===== src/rtl/button_event_counter.sv =====
// button_event_counter: synchronise, debounce and count two push-buttons (up/down) into an LED value.
// Optional AUTOREPEAT_EN macro adds hold-to-repeat press events per button.
module button_event_counter #(
    parameter int WIDTH           = 4,
    parameter int DEBOUNCE_CYCLES = 120000,
    parameter int REPEAT_DELAY    = 6000000,
    parameter int REPEAT_PERIOD   = 1200000
) (
    input  logic             clk,
    input  logic             resetn,
    input  logic [1:0]       buttons,
    output logic [WIDTH-1:0] led,
    output logic [1:0]       held,
    output logic [1:0]       press
);
    localparam int CW = $clog2(DEBOUNCE_CYCLES);
    localparam logic [CW-1:0] DEB_MAX = CW'(DEBOUNCE_CYCLES - 1);

    logic [1:0]          sync1_q, sync2_q;
    logic [1:0]          held_q, held_d;
    logic [1:0]          press_q, press_d;
    logic [1:0][CW-1:0]  deb_cnt_q, deb_cnt_d;
    logic [WIDTH-1:0]    count_q, count_d;
    logic [1:0]          mis, acc;

`ifdef AUTOREPEAT_EN
    localparam int RW = $clog2(REPEAT_DELAY > REPEAT_PERIOD ? REPEAT_DELAY : REPEAT_PERIOD);
    localparam logic [RW-1:0] DLY_MAX = RW'(REPEAT_DELAY - 1);
    localparam logic [RW-1:0] PER_MAX = RW'(REPEAT_PERIOD - 1);
    logic [1:0][RW-1:0] rep_cnt_q, rep_cnt_d;
    logic [1:0]         rep_phase_q, rep_phase_d, rep_hit, rep_run;
`endif

    always_comb begin
        mis = sync2_q ^ held_q;
        for (int i = 0; i < 2; i++) begin
            acc[i] = mis[i] && (deb_cnt_q[i] == DEB_MAX);
            deb_cnt_d[i] = (!mis[i] || acc[i]) ? '0 : deb_cnt_q[i] + 1'b1;
        end
        // an accepted change always flips the debounced level
        held_d = held_q ^ acc;
        press_d = acc & sync2_q;
`ifdef AUTOREPEAT_EN
        for (int i = 0; i < 2; i++) begin
            rep_run[i] = held_q[i] && held_d[i];
            rep_hit[i] = rep_run[i] && (rep_cnt_q[i] == (rep_phase_q[i] ? PER_MAX : DLY_MAX));
            rep_cnt_d[i] = (!rep_run[i] || rep_hit[i]) ? '0 : rep_cnt_q[i] + 1'b1;
            rep_phase_d[i] = rep_run[i] && (rep_phase_q[i] || rep_hit[i]);
        end
        press_d = press_d | rep_hit;
`endif
        count_d = (press_q == 2'b01) ? count_q + 1'b1 :
                  (press_q == 2'b10) ? count_q - 1'b1 : count_q;
    end

    always_ff @(posedge clk or negedge resetn) begin
        if (!resetn) begin
            sync1_q     <= '0;
            sync2_q     <= '0;
            held_q      <= '0;
            press_q     <= '0;
            deb_cnt_q   <= '0;
            count_q     <= '0;
`ifdef AUTOREPEAT_EN
            rep_cnt_q   <= '0;
            rep_phase_q <= '0;
`endif
        end else begin
            sync1_q     <= buttons;
            sync2_q     <= sync1_q;
            held_q      <= held_d;
            press_q     <= press_d;
            deb_cnt_q   <= deb_cnt_d;
            count_q     <= count_d;
`ifdef AUTOREPEAT_EN
            rep_cnt_q   <= rep_cnt_d;
            rep_phase_q <= rep_phase_d;
`endif
        end
    end

    assign led   = count_q;
    assign held  = held_q;
    assign press = press_q;
endmodule


===== config.mk =====
export PLATFORM = sky130hd
export DESIGN_NAME = button_event_counter
export DESIGN_NICKNAME = d
export VERILOG_FILES = /design/src/rtl/button_event_counter.sv
export SDC_FILE = /design/constraint.sdc
export NUM_CORES = 1
export LEC_CHECK = 0
export CORE_MARGIN = 2
export CORE_UTILIZATION = 60
export CTS_CLUSTER_DIAMETER = 60
export CTS_CLUSTER_SIZE = 24
export DETAILED_ROUTE_END_ITERATION = 16
export PLACE_DENSITY = 0.89
export RECOVER_POWER = 50
export SLEW_MARGIN = 0
export SYNTH_ARGS = -nofsm -noshare
export SYNTH_HDL_FRONTEND = slang
export SYNTH_SLANG_ARGS = --single-unit

===== constraint.sdc =====
create_clock -name clk -period 5.59 [get_ports clk]
set_input_delay 0.8385 -clock clk [delete_from_list [all_inputs] [get_ports clk]]
set_output_delay 0.8385 -clock clk [all_outputs]
set_load 0.01 [all_outputs]

---- Word level (Yosys, flattened, before mapping) ----
Cells that the tools add are included.
storage, ports and cells
  register bits ........................... 46
  word-level logic and storage cells ...... 29
operators by class
  $add $sub $neg .......................... 4
  eq/ne operators ......................... 4
  multiplexer cells ....................... 4
  bitwise gates (word level) .............. 3
  reductions and logical operators ........ 7
operator list
  operator                                                             count
  17-bit by 1-bit adder with 17-bit output (second input constant)     2
  17-bit == test (second input constant)                               2
  17-bit 2-to-1 mux                                                    2
  4-bit 2-to-1 mux                                                     2
  4-bit by 1-bit adder with 4-bit output (second input constant)       1
  4-bit by 1-bit subtractor with 4-bit output (second input constant)  1
  2-bit bitwise XOR                                                    2
  2-bit bitwise AND                                                    1
  2-bit by 1-bit == test with 1-bit output (second input constant)     1
  2-bit == test (second input constant)                                1
  1-bit logical AND                                                    2
  1-bit logical NOT                                                    2
  1-bit logical OR                                                     2
  2-bit nonzero test                                                   1

---- Depth between registers and ports, before layout ----
Gate-level depths: netlist (run 1).
  depth after elaboration ................. 4
  mapped depth ............................ 8

---- Worst setup path before layout (run 1) ----
No wires, ideal clock.
  kind .................................... register to register
  from .................................... reg deb_cnt_q[17] (netlist name)
  to ...................................... reg deb_cnt_q[25] (netlist name)
  library setup time ...................... 0.119 ns
  data arrival time ....................... 1.747 ns
  required time ........................... 5.471 ns
  setup slack ............................. 3.724 ns
  cell stages (with the launch flop) ...... 8
  buffers on the path ..................... 2
  path through ............................ dfrtp_1 ha_1 nand3_2 or2_2 clkbuf_1 o31ai_4 buf_4 nor2_1
RTL lines
  what                      line  source
  start: declaration        22    logic [1:0][CW-1:0] deb_cnt_q, deb_cnt_d;
  start signal: assignment  73    deb_cnt_q <= deb_cnt_d;

==> impl_summary.txt, run 1 <==
----------------------------------------------------
[Floorplan]
  Die footprint ... 0.004195 mm2
  Vertical extent of the die ... 64.77 um
  Core area ... 0.003606 mm2
  IO Count ... 12
  Number of cell rows ... 22
  Die width ... 64.77 um
  Initial cell density of the core ... 61.45%

[Synth]
  Seq cells post-synth ... 46
  Syn nets ... 222
  Gate Count Post-Synth ... 212
  Proportion of synthesized chip area in sequential cells ... 51.95%
  Cell area after technology mapping ... 0.002216 mm2
  Netlist cell types ... 35
  Yosys Warn Count ... 0
  Syn_area_per_cell ... 10.45 um2

[GRT]
  Initial antenna violation count ... 0
  First-pass GRT wire length ... 7.189 mm
  GRT overflow ... 0
  Pin count of the biggest net entering global routing ... 47
  Global routing usage summed across all routing layers ... 22.49%
  Number of global-route vias before repair ... about 1600

[Placed design]
  Placed wire-length estimate ... between 2 and 3 mm
  Last weighted congestion value of the routability-driven placer ... 0.8122
  Instance count after placement with tap cells included ... 267
  # port buffers ... 11
  DP Area ... 0.002355 mm2
  Post-place setup slack ... 3511 ps

[Pwr]
  Leakage power total ... 0.9881 nW
  Maximum VDD drop ... 0.1915 mV
  PwrDens ... between 200 and 300 mW/mm2

[Clocking]
  Clock root buffer ... sky130_fd_sc_hd__clkbuf_8
  Level count of the clock H-tree ... 2
  Clk_lat worst skew ... 310 ps
  Clock-pin slew on the worst setup and hold paths ... 80 ps
  TritonCTS clock tree ... yes
  Sinks on the clock net ... 46
  Clock buffer count from CTS ... 5
  Hold bufs inserted after CTS ... 0
  Count of buffers added by post-CTS timing repair for setup ... 0
  CTS resizes ... 0
  Maximum clock insertion buffer count ... 2

[Cells and area]
  Fill cell count ... 243
  Fraction of layout instances using a drive strength above 1 ... 7.489%
  Finished Cell Area ... approximately 0.0025 mm2
  Fraction of the core area covered by cells at the end of the flow ... 69.22%
  Area growth from synthesis to layout ... 12.65%
  Number of standard cells in the layout, taps in and fillers out ... 275
  Antenna fix cells ... 0
  Count of nets after finishing ... 236
  Commonest cells after routing, fill and taps aside ... sky130_fd_sc_hd__dfrtp_1, sky130_fd_sc_hd__nor2_1, sky130_fd_sc_hd__xnor2_1
  Commonest non-fill, non-tap cell in the layout ... sky130_fd_sc_hd__dfrtp_1

[Timing]
  Final hold vios ... 0
  Sum Neg Setup Slack ... 0 ps
  Worst clock skew on the final layout ... 7.056 ps
  Tcrit/Tclk final ... between 40 and 50%
  Worst max-slew margin expressed relative to the limit ... -55.47%
  Top achievable clock speed ... 391.5 MHz
  Final slew viol count ... 47
  Setup WS post-layout ... around 3000 ps
  Time the final worst path needs with I/O delays and setup ... 2554 ps
  Pin slew with the least headroom to its limit ... 2332 ps
  Setup repair after global routing missed its margin ... false
  Final count of negative-setup-slack endpoints ... 0

[Detailed routing]
  WL/cell ... about 15 um
  Aggregate routed wire length ... 4.127 mm
  Vias after detailed routing ... 1583
  Router iterations before antenna repair ... 5
  Initial detailed-routing violation count ... 155
  Number of antenna-violating nets in the routed design ... 0
  Remaining DRCs ... 0
  Vias per Instance ... 5.756

[Hold path]
  Class of the worst hold path ... reg2reg

[Worst setup path]
  Element type at the critical path end ... async pin
  Endpoint arrival time on the critical path ... 2490 ps
  Worst EP required ... between 5000 and 6000 ps
  Start-to-end type of the worst setup path ... in2async
  Largest delay contributor family on the critical path ... buffers and inverters
  Top fanout value on the critical path ... 46
  Crit path buf inv count ... 1
  Worst stage delay on the critical path ... 1630 ps
  Category of the worst setup path launch point ... input port
  CP max-delay cell ... sky130_fd_sc_hd__clkbuf_1
  Cell Chain, Critical Path ... clkbuf_1

[Job]
  Max-cap violations ... 1

[Outcome]
  Status ... finished with violations
  Violated checks ... capacitance limit, slew limit

----------------------------------------------------
[cell usage after synthesis]
cell,instances,share of area [%]
sky130_fd_sc_hd__or2_2,1,0.28
sky130_fd_sc_hd__nor3b_1,1,0.34
sky130_fd_sc_hd__xor2_1,5,2.0
sky130_fd_sc_hd__nand3_2,1,0.45
sky130_fd_sc_hd__mux2_4,1,0.68
sky130_fd_sc_hd__xnor2_1,29,11
sky130_fd_sc_hd__fa_1,1,0.90
sky130_fd_sc_hd__a2111oi_0,1,0.40
sky130_fd_sc_hd__nor3_1,12,2.7
sky130_fd_sc_hd__ha_1,5,2.8
sky130_fd_sc_hd__nand3b_1,1,0.34
sky130_fd_sc_hd__a21oi_1,1,0.23
sky130_fd_sc_hd__inv_1,9,1.5
sky130_fd_sc_hd__or4_4,1,0.51
sky130_fd_sc_hd__nor2_1,41,6.9
sky130_fd_sc_hd__nand2_4,1,0.51
sky130_fd_sc_hd__o31ai_1,1,0.34
sky130_fd_sc_hd__o31ai_4,1,0.96
sky130_fd_sc_hd__nand3_1,9,2.0
sky130_fd_sc_hd__nor4_1,9,2.5
sky130_fd_sc_hd__o21ai_0,2,0.45
sky130_fd_sc_hd__or4bb_1,1,0.51
sky130_fd_sc_hd__nand4_1,11,3.1
sky130_fd_sc_hd__clkbuf_1,2,0.34
sky130_fd_sc_hd__or4b_1,1,0.45
sky130_fd_sc_hd__nor4bb_1,1,0.45
sky130_fd_sc_hd__buf_4,1,0.34
sky130_fd_sc_hd__mux2i_1,1,0.45
sky130_fd_sc_hd__mux2_2,2,1.0
sky130_fd_sc_hd__dfrtp_1,46,52
sky130_fd_sc_hd__nand2b_1,1,0.28
sky130_fd_sc_hd__nand2_1,9,1.5
sky130_fd_sc_hd__buf_6,1,0.51
sky130_fd_sc_hd__a21o_1,1,0.34
sky130_fd_sc_hd__and3_2,1,0.34
[cell families (layout without fill, tap and decap cells)]
family / count (synthesis) / after routing / share of synthesized area [%]
muxes: 4 / 4 / 2.145
xor gates and xnor gates: 34 / 34 / 13.44
adders and majority gates: 6 / 6 / 3.727
buffers and inverters: 13 / 28 / 2.710
AOI/OAI and AO/OA: 7 / 7 / 2.710
and+or+nand+nor: 102 / 102 / 23.32
DFF: 46 / 46 / 51.95
[cell type report]
| class | instances | area (um2) | share of cell area (%) |
|---|---|---|---|
| Sequential cell | 46 | 1151 | 46.12 |
| Tap cell | 48 | 60.06 | 2.406 |
| Inverter | 9 | 33.78 | 1.353 |
| Multi-Input combinational cell | 153 | 1005 | 40.25 |
| Clock inverter | 2 | 60.06 | 2.406 |
| Clock buffer | 6 | 82.58 | 3.308 |
| Timing Repair Buffer | 11 | 103.9 | 4.160 |
[flip-flops by register name (all words and copies together) (netlist names), named ones only]
| register | count |
|---|---|
| deb_cnt_q | 34 |
| led | 4 |
| press | 2 |
| sync1_q | 2 |
| sync2_q | 2 |
[power by group]
part | total (mW) | switching [mW] | internal (mW) | leakage [nW]
clock network | 0.303 | 0.113 | 0.191 | 0.0714
registers | 0.342 | 0.00448 | 0.337 | 0.629
logic | 0.0198 | 0.0138 | 0.00598 | 0.288
[metrics by stage]
stage               total power [mW]  hold slack (ps)
floorplan                     0.3585            331.2
global placement              0.3675            331.6
detailed placement            0.3694            334.7
CTS                           0.6699            353.5
global route                  0.6867            361.2
finish                        0.6652            352.9
[metal layers]
metal,vias to the layer above,part of all wire [%],global-route usage (%)
li1,754,-,-
met1,767,43,29.27
met2,51,49,34.92
met3,11,5.3,6.597
met4,0,2.1,10.11
met5,-,0,0
[final timing paths]
kind                                         startpoint                 endpoint  slack [ps]  cells past startpoint
worst min register to register     sync1_q[0]$_DFF_PN0_     sync2_q[0]$_DFF_PN0_         350                      0
worst max register to register  deb_cnt_q[25]$_DFF_PN0_  deb_cnt_q[27]$_DFF_PN0_        3470                      4
worst min-delay path               sync1_q[0]$_DFF_PN0_     sync2_q[0]$_DFF_PN0_         350                      0
max in group clk                     led[0]$_DFFE_PN0P_                   led[0]        3440                      1
worst max-delay path                             resetn  deb_cnt_q[27]$_DFF_PN0_        3040                      1
min in group asynchronous                        resetn  deb_cnt_q[13]$_DFF_PN0_        1230                      1
(Power assumes the default switching activity.)
==> inputs of run 2 (changes only) <==
--- a/config.mk
+++ b/config.mk
@@ -6,11 +6,11 @@
 export NUM_CORES = 1
 export LEC_CHECK = 0
 export CORE_MARGIN = 2
-export CORE_UTILIZATION = 60
+export CORE_UTILIZATION = 59
 export CTS_CLUSTER_DIAMETER = 60
 export CTS_CLUSTER_SIZE = 24
 export DETAILED_ROUTE_END_ITERATION = 16
-export PLACE_DENSITY = 0.89
+export PLACE_DENSITY = 0.88
 export RECOVER_POWER = 50
 export SLEW_MARGIN = 0
 export SYNTH_ARGS = -nofsm -noshare
==> constraint.sdc (replaced) <==
create_clock -name clk -period 2.6 [get_ports clk]
set_input_delay 0.39 -clock clk [delete_from_list [all_inputs] [get_ports clk]]
set_output_delay 0.39 -clock clk [all_outputs]
set_load 0.01 [all_outputs]
==> run 2 against run 1 <==
Effect of this change: the run now ends clean; sequential power increased by 120%; cell count unchanged; setup slack worse by 2500 ps; critical path depth increased by 4; clock power increased by 42%; worst hold slack lost 69 ps; clock-buffer cell count fell by 1; critical endpoint is now deb_cnt_q[17]$_DFF_PN0_; largest cell class unchanged; highest routed layer unchanged.
==> impl_summary.txt, run 2 (same netlist as run 1, synthesis figures left out) <==
----------------------------------------------------
[Outcome]
  Status ... finished, final reports clean

[Timing]
  Setup WS post-layout ... 514.3 ps (-2521 ps)
  Worst max-slew margin expressed relative to the limit ... 27.02% (+82 points)
  Final count of negative-setup-slack endpoints ... 0 (unchanged)
  Time the final worst path needs with I/O delays and setup ... approximately 2100 ps
  Final hold vios ... 0 (unchanged)
  Worst hold margin ... 284.2 ps (-68.74 ps)
  Final slew viol count ... 0 (-100%)
  Tcrit/Tclk final ... 80.22%
  Sum Neg Setup Slack ... 0 ps (unchanged)
  Setup repair after global routing missed its margin ... false
  Top achievable clock speed ... between 400 and 500 MHz
  Pin slew with the least headroom to its limit ... 1095 ps (-1237 ps)
  Worst clock skew on the final layout ... 8.864 ps (+1.808 ps)

[Cells and area]
  Fraction of layout instances using a drive strength above 1 ... 7.930% (+0.44 points)
  Fraction of the core area covered by cells at the end of the flow ... 67.29% (-1.9 points)
  Antenna fix cells ... 0 (unchanged)
  Fill cell count ... 271 (+12%)
  Finished Cell Area ... 0.002445 mm2 (-2.1%)
  Number of standard cells in the layout, taps in and fillers out ... 275 (unchanged)
  Count of nets after finishing ... 236 (unchanged)
  Number of flip-flops in the largest register ... 34 (unchanged)
  Area growth from synthesis to layout ... 10.33%
  Top register by number of flip-flops ... deb_cnt_q
  Commonest cells after routing, fill and taps aside ... sky130_fd_sc_hd__dfrtp_1, sky130_fd_sc_hd__nor2_1, sky130_fd_sc_hd__xnor2_1
  Commonest non-fill, non-tap cell in the layout ... sky130_fd_sc_hd__dfrtp_1

[Floorplan]
  Initial cell density of the core ... 60.98% (-0.47 points)
  Vertical extent of the die ... 65.29 um (+0.80%)
  Core area ... 0.003633 mm2 (+0.76%)
  Die width ... 65.29 um (+0.80%)
  IO Count ... 12 (unchanged)
  Number of cell rows ... 22 (unchanged)
  Die footprint ... 0.004262 mm2 (+1.6%)

[Detailed routing]
  Router iterations before antenna repair ... 4 (-1)
  Number of antenna-violating nets in the routed design ... 0 (unchanged)
  Vias per Instance ... 5.600 (-2.7%)
  WL/cell ... 13.80 um (-8.0%)
  Vias after detailed routing ... 1540 (-2.7%)
  Aggregate routed wire length ... 3.795 mm (-8.0%)
  Initial detailed-routing violation count ... 95 (-39%)
  Remaining DRCs ... 0 (unchanged)

[Placed design]
  # port buffers ... 11 (unchanged)
  DP Area ... 0.002355 mm2 (unchanged)
  Placed wire-length estimate ... 2.549 mm (-2.0%)
  Post-place setup slack ... 561.8 ps (-2949 ps)
  Instance count after placement with tap cells included ... 267 (unchanged)
  Last weighted congestion value of the routability-driven placer ... 0.8069 (-0.65%)

[Worst setup path]
  Worst EP required ... 2750 ps (-2780 ps)
  Worst flop-to-flop path endpoint ... deb_cnt_q[17]$_DFF_PN0_
  Cell Chain, Critical Path ... ha_1 > nand3_2 > or2_2 > o31ai_4 > nor2_1
  Launching point of the worst reg2reg path ... deb_cnt_q[17]$_DFF_PN0_
  Category of the worst setup path launch point ... register
  CP max-delay cell ... sky130_fd_sc_hd__o31ai_4
  Number of cells traversed by the worst register-to-register path ... 5 (+1)
  Endpoint arrival time on the critical path ... 2230 ps (-260 ps)
  Largest delay contributor family on the critical path ... simple AND/OR/NAND/NOR gates
  Top fanout value on the critical path ... 17 (-63%)
  Worst stage delay on the critical path ... 620 ps (-1010 ps)
  Start-to-end type of the worst setup path ... reg2reg
  Critical path launch point ... deb_cnt_q[17]$_DFF_PN0_
  Reg-to-reg slack, setup ... 510 ps (-2960 ps)
  Element type at the critical path end ... register
  Crit path buf inv count ... 0 (-1)

[Pwr]
  Maximum VDD drop ... 0.2931 mV (+53%)
  Total power consumption of the routed design ... 1.208 mW (+82%)
  Leakage power total ... 0.9638 nW (-2.5%)
  PwrDens ... 494.2 mW/mm2 (+85%)

[Clocking]
  Clock-pin slew on the worst setup and hold paths ... 80 ps (about the same)
  Maximum clock insertion buffer count ... 2 (unchanged)
  Clk_lat worst skew ... 300 ps (about the same)
  Hold bufs inserted after CTS ... 0 (unchanged)
  Count of buffers added by post-CTS timing repair for setup ... 0 (unchanged)
  Sinks on the clock net ... 46 (unchanged)
  TritonCTS clock tree ... yes
  CTS resizes ... 0 (unchanged)
  Clock root buffer ... sky130_fd_sc_hd__clkbuf_8
  Clock buffer count from CTS ... 5 (unchanged)
  Level count of the clock H-tree ... 2 (unchanged)

[GRT]
  First-pass GRT wire length ... 7.086 mm (-1.4%)
  Global routing usage summed across all routing layers ... 21.57% (-0.92 points)
  Pin count of the biggest net entering global routing ... 47 (unchanged)
  Number of global-route vias before repair ... 1553 (-1.5%)
  Initial antenna violation count ... 0 (unchanged)
  GRT overflow ... 0 (unchanged)

[Job]
  Max-cap violations ... 0 (-1)

[Hold path]
  Class of the worst hold path ... in2async

----------------------------------------------------
## run 2: cell count changes in the layout (fill, tap and decap cells not counted)
cell                         previous run  this run
sky130_fd_sc_hd__bufinv_16              2         0
sky130_fd_sc_hd__clkbuf_1               1         0
sky130_fd_sc_hd__clkbuf_2               0         1
sky130_fd_sc_hd__clkbuf_8               6         5
sky130_fd_sc_hd__clkinv_2               0         1
sky130_fd_sc_hd__clkinv_4               0         1
sky130_fd_sc_hd__clkinvlp_4             0         1
## run 2: report_power, final
part | internal [mW] | switching, mW | total [mW]
logic | 0.0126 | 0.0292 | 0.0418
registers | 0.725 | 0.0103 | 0.736
clock network | 0.189 | 0.242 | 0.431
## run 2: area by class of cell
| cell class | instances | area, um2 | share of cell area (%) |
|---|---|---|---|
| Tap cell | 48 | 60.06 | 2.457 |
| Clock inverter | 3 | 21.27 | 0.8700 |
| Timing Repair Buffer | 11 | 105.1 | 4.299 |
| Inverter | 9 | 33.78 | 1.382 |
| Sequential cell | 46 | 1151 | 47.08 |
| Clock buffer | 5 | 68.82 | 2.815 |
| Multi-Input combinational cell | 153 | 1005 | 41.10 |
## run 2: metal layers
metal	global-route usage, %	up-vias	part of all wire [%]
met1	31.53	748	48
met2	32.65	32	47
met3	4.623	5	3.1
li1	-	755	-
met5	0	-	0
met4	6.250	0	1.5
## run 2: worst max path at each step
stage | end | slack [ps] | cells past startpoint
global placement | deb_cnt_q[27]$_DFF_PN0_ | 630 | 5
CTS | deb_cnt_q[17]$_DFF_PN0_ | 490 | 5
finish | deb_cnt_q[17]$_DFF_PN0_ | 510 | 5
global route | deb_cnt_q[17]$_DFF_PN0_ | 320 | 5
detailed placement | deb_cnt_q[22]$_DFF_PN0_ | 560 | 5
floorplan | deb_cnt_q[28]$_DFF_PN0_ | 730 | 7
## run 2: worst register-to-register path: stages (launching register included)
cell                      delay (ps)
sky130_fd_sc_hd__dfrtp_1         410
sky130_fd_sc_hd__ha_1            220
sky130_fd_sc_hd__nand3_2         150
sky130_fd_sc_hd__or2_2           390
sky130_fd_sc_hd__o31ai_4         620
sky130_fd_sc_hd__nor2_1          150
==> inputs of run 3 (changes only) <==
--- a/config.mk
+++ b/config.mk
@@ -6,11 +6,11 @@
 export NUM_CORES = 1
 export LEC_CHECK = 0
 export CORE_MARGIN = 2
-export CORE_UTILIZATION = 59
+export CORE_UTILIZATION = 53
 export CTS_CLUSTER_DIAMETER = 60
 export CTS_CLUSTER_SIZE = 24
 export DETAILED_ROUTE_END_ITERATION = 16
-export PLACE_DENSITY = 0.88
+export PLACE_DENSITY = 0.84
 export RECOVER_POWER = 50
 export SLEW_MARGIN = 0
 export SYNTH_ARGS = -nofsm -noshare
==> constraint.sdc (replaced) <==
create_clock -name clk -period 1.7 [get_ports clk]
set_input_delay 0.255 -clock clk [delete_from_list [all_inputs] [get_ports clk]]
set_output_delay 0.255 -clock clk [all_outputs]
set_load 0.01 [all_outputs]
==> run 3 against run 2 <==
Effect of this change: the flow now finishes with violations (setup timing); setup slack worse by 740 ps; combinational power rose to 2.6 times the previous value; clock power is 85% higher; first-iteration DRC count up 24%; cell count increased by 8.7%.
==> impl_summary.txt, run 3 (same netlist as run 1, synthesis figures left out) <==
----------------------------------------------------
[Pwr]
  Total power consumption of the routed design ... 2.030 mW (+68%)
  Maximum VDD drop ... 0.6183 mV (+110%)
  PwrDens ... 716.6 mW/mm2 (+45%)
  Leakage power total ... 1.087 nW (+13%)

[Hold path]
  WHS Path Cells ... 0
  Class of the worst hold path ... reg2reg

[Worst setup path]
  Element type at the critical path end ... register
  Top fanout value on the critical path ... 8 (-9)
  Category of the worst setup path launch point ... register
  Depth of the critical timing path with buffers and inverters included ... 5 (unchanged)
  Worst stage delay on the critical path ... 540 ps (-80 ps)
  Cell Chain, Critical Path ... or4b_1 > or4_4 > buf_6 > nand2_8 > nor2_2
  Crit path buf inv count ... 1 (+1)
  Worst EP required ... 1890 ps (-860 ps)
  Number of cells traversed by the worst register-to-register path ... 5 (unchanged)
  Start-to-end type of the worst setup path ... reg2reg
  Endpoint arrival time on the critical path ... 2120 ps (-110 ps)
  CP max-delay cell ... sky130_fd_sc_hd__or4b_1
  Largest delay contributor family on the critical path ... simple AND/OR/NAND/NOR gates

[GRT]
  Number of global-route vias before repair ... 1683 (+8.4%)
  Global-route track usage on met2 ... 37.50% (+4.8 points)
  Met3 usage ... 5.357% (+0.73 points)
  Pin count of the biggest net entering global routing ... 29 (-38%)
  Initial antenna violation count ... 0 (unchanged)
  Global routing usage summed across all routing layers ... 22.27% (+0.70 points)
  GR peak layer ... met2
  GRT overflow ... 0 (unchanged)
  First-pass GRT wire length ... 7.583 mm (+7.0%)
  GR Layer Usage met1 ... 27.52% (-4.0 points)

[Clocking]
  Clk_lat worst skew ... 310 ps (about the same)
  Maximum clock insertion buffer count ... 2 (unchanged)
  Clock root buffer ... sky130_fd_sc_hd__clkbuf_8
  Clock-pin slew on the worst setup and hold paths ... 90 ps (about the same)
  Sinks on the clock net ... 46 (unchanged)
  Clock buffer count from CTS ... 5 (unchanged)
  Level count of the clock H-tree ... 2 (unchanged)
  TritonCTS clock tree ... yes

[Detailed routing]
  Vias after detailed routing ... 1657 (+7.6%)
  Number of antenna-violating nets in the routed design ... 0 (unchanged)
  Initial detailed-routing violation count ... 118 (+24%)
  Remaining DRCs ... 0 (unchanged)
  Vias per Instance ... 5.542 (-1.0%)
  Aggregate routed wire length ... 4.630 mm (+22%)
  Router iterations before antenna repair ... 4 (unchanged)
  WL/cell ... 15.48 um (+12%)

[Cells and area]
  Fill cell count ... 250 (-7.7%)
  Count of nets after finishing ... 258 (+9.3%)
  Fraction of layout instances using a drive strength above 1 ... 26.10% (+18 points)
  Commonest cells after routing, fill and taps aside ... sky130_fd_sc_hd__dfrtp_1, sky130_fd_sc_hd__xnor2_1, sky130_fd_sc_hd__nor2_1
  Antenna fix cells ... 0 (unchanged)
  Number of flip-flops in the largest register ... 34 (unchanged)
  Top register by number of flip-flops ... deb_cnt_q
  Finished Cell Area ... 0.002833 mm2 (+16%)
  Area growth from synthesis to layout ... 27.84%
  Commonest non-fill, non-tap cell in the layout ... sky130_fd_sc_hd__dfrtp_1

[Timing]
  Worst max-slew margin expressed relative to the limit ... 31.36% (+4.3 points)
  Setup repair after global routing missed its margin ... true
  Final count of negative-setup-slack endpoints ... 19 (+19)
  Setup WS post-layout ... -230.5 ps (-744.8 ps)
  Top achievable clock speed ... 518.0 MHz (+8.0%)
  Time the final worst path needs with I/O delays and setup ... 1931 ps (-155.2 ps)
  Final hold vios ... 0 (unchanged)
  Worst clock skew on the final layout ... 9.756 ps (+0.8926 ps)
  Final slew viol count ... 0 (unchanged)
  Pin slew with the least headroom to its limit ... 1030 ps (-65.13 ps)
  Tcrit/Tclk final ... 113.6% (+33 points)

[Placed design]
  Post-place setup slack ... -165.5 ps (-727.3 ps)
  DP Area ... 0.002546 mm2 (+8.1%)
  Last weighted congestion value of the routability-driven placer ... 0.8135 (+0.82%)
  Placed wire-length estimate ... 2.973 mm (+17%)
  # port buffers ... 11 (unchanged)

[Job]
  Max-cap violations ... 0 (unchanged)

[Floorplan]
  IO Count ... 12 (unchanged)
  Vertical extent of the die ... 68.66 um (+5.2%)
  Die width ... 68.66 um (+5.2%)
  Core area ... 0.004000 mm2 (+10%)
  Number of cell rows ... 23 (+4.5%)
  Die footprint ... 0.004714 mm2 (+11%)
  Initial cell density of the core ... 55.40% (-5.6 points)

[Outcome]
  Violated checks ... setup timing
  Status ... finished with violations

----------------------------------------------------
-- run 3: cell count changes in the layout (fill, tap and decap cells not counted), moves of 3 or more --
cell	delta
sky130_fd_sc_hd__nor2_4	+6
sky130_fd_sc_hd__nor2_2	+10
sky130_fd_sc_hd__ha_1	-3
sky130_fd_sc_hd__buf_4	+17
sky130_fd_sc_hd__buf_6	+3
sky130_fd_sc_hd__ha_4	+3
sky130_fd_sc_hd__nor2_1	-16
-- run 3: final cells by class --
class	count	area, um2	share of cell area [%]
Multi-Input combinational cell	154	1195	42.18
Sequential cell	46	1152	40.68
Timing Repair Buffer	32	275.3	9.717
Clock buffer	5	68.82	2.429
Tap cell	50	62.56	2.208
Clock inverter	3	40.04	1.413
Inverter	9	38.79	1.369
-- run 3: report_power, final --
part	switching, mW	internal (mW)	total [mW]
logic	0.0648	0.0421	0.107
registers	0.0154	1.11	1.13
clock network	0.365	0.433	0.798
total	0.445	1.58	2.03
-- run 3: final timing paths --
path	endpoint	slack, ps	start
worst min-delay path	sync2_q[0]$_DFF_PN0_	350	sync1_q[0]$_DFF_PN0_
worst min register to register	sync2_q[0]$_DFF_PN0_	350	sync1_q[0]$_DFF_PN0_
worst max register to register	deb_cnt_q[2]$_DFF_PN0_	-230	deb_cnt_q[9]$_DFF_PN0_
max in group asynchronous	deb_cnt_q[33]$_DFF_PN0_	260	resetn
worst max-delay path	deb_cnt_q[2]$_DFF_PN0_	-230	deb_cnt_q[9]$_DFF_PN0_
min in group asynchronous	deb_cnt_q[7]$_DFF_PN0_	640	resetn
-- run 3: per-layer routing --
| layer | vias up | routed length, um |
|---|---|---|
| met4 | 0 | 58 |
| met5 | - | 0 |
| met3 | 6 | 174 |
| met2 | 37 | 2362 |
| li1 | 802 | - |
| met1 | 812 | 2035 |
-- run 3: metrics by stage --
stage / std cells / setup TNS [ps] / hold slack [ps] / utilization, %
6_report: 299 / -4135 / 353.9 / 70.82
5_1_grt: 299 / -4940 / 362.2 / 70.82
4_1_cts: 299 / -2681 / 354.3 / 68.72
2_1_floorplan: 212 / -885.4 / -40.59 / -
3_5_place_dp: 287 / -1972 / 222.1 / 63.65
3_3_place_gp: 287 / -1015 / 217.4 / 63.65
-- run 3: what timing repair did --
action,in CTS,in global routing
hold buffers,1,0
gates cloned,1,0
resized for setup,11,25
pin swaps,7,8
hold endpoints to repair,18,0
setup buffers,2,0
endpoints found under the setup margin,20,21
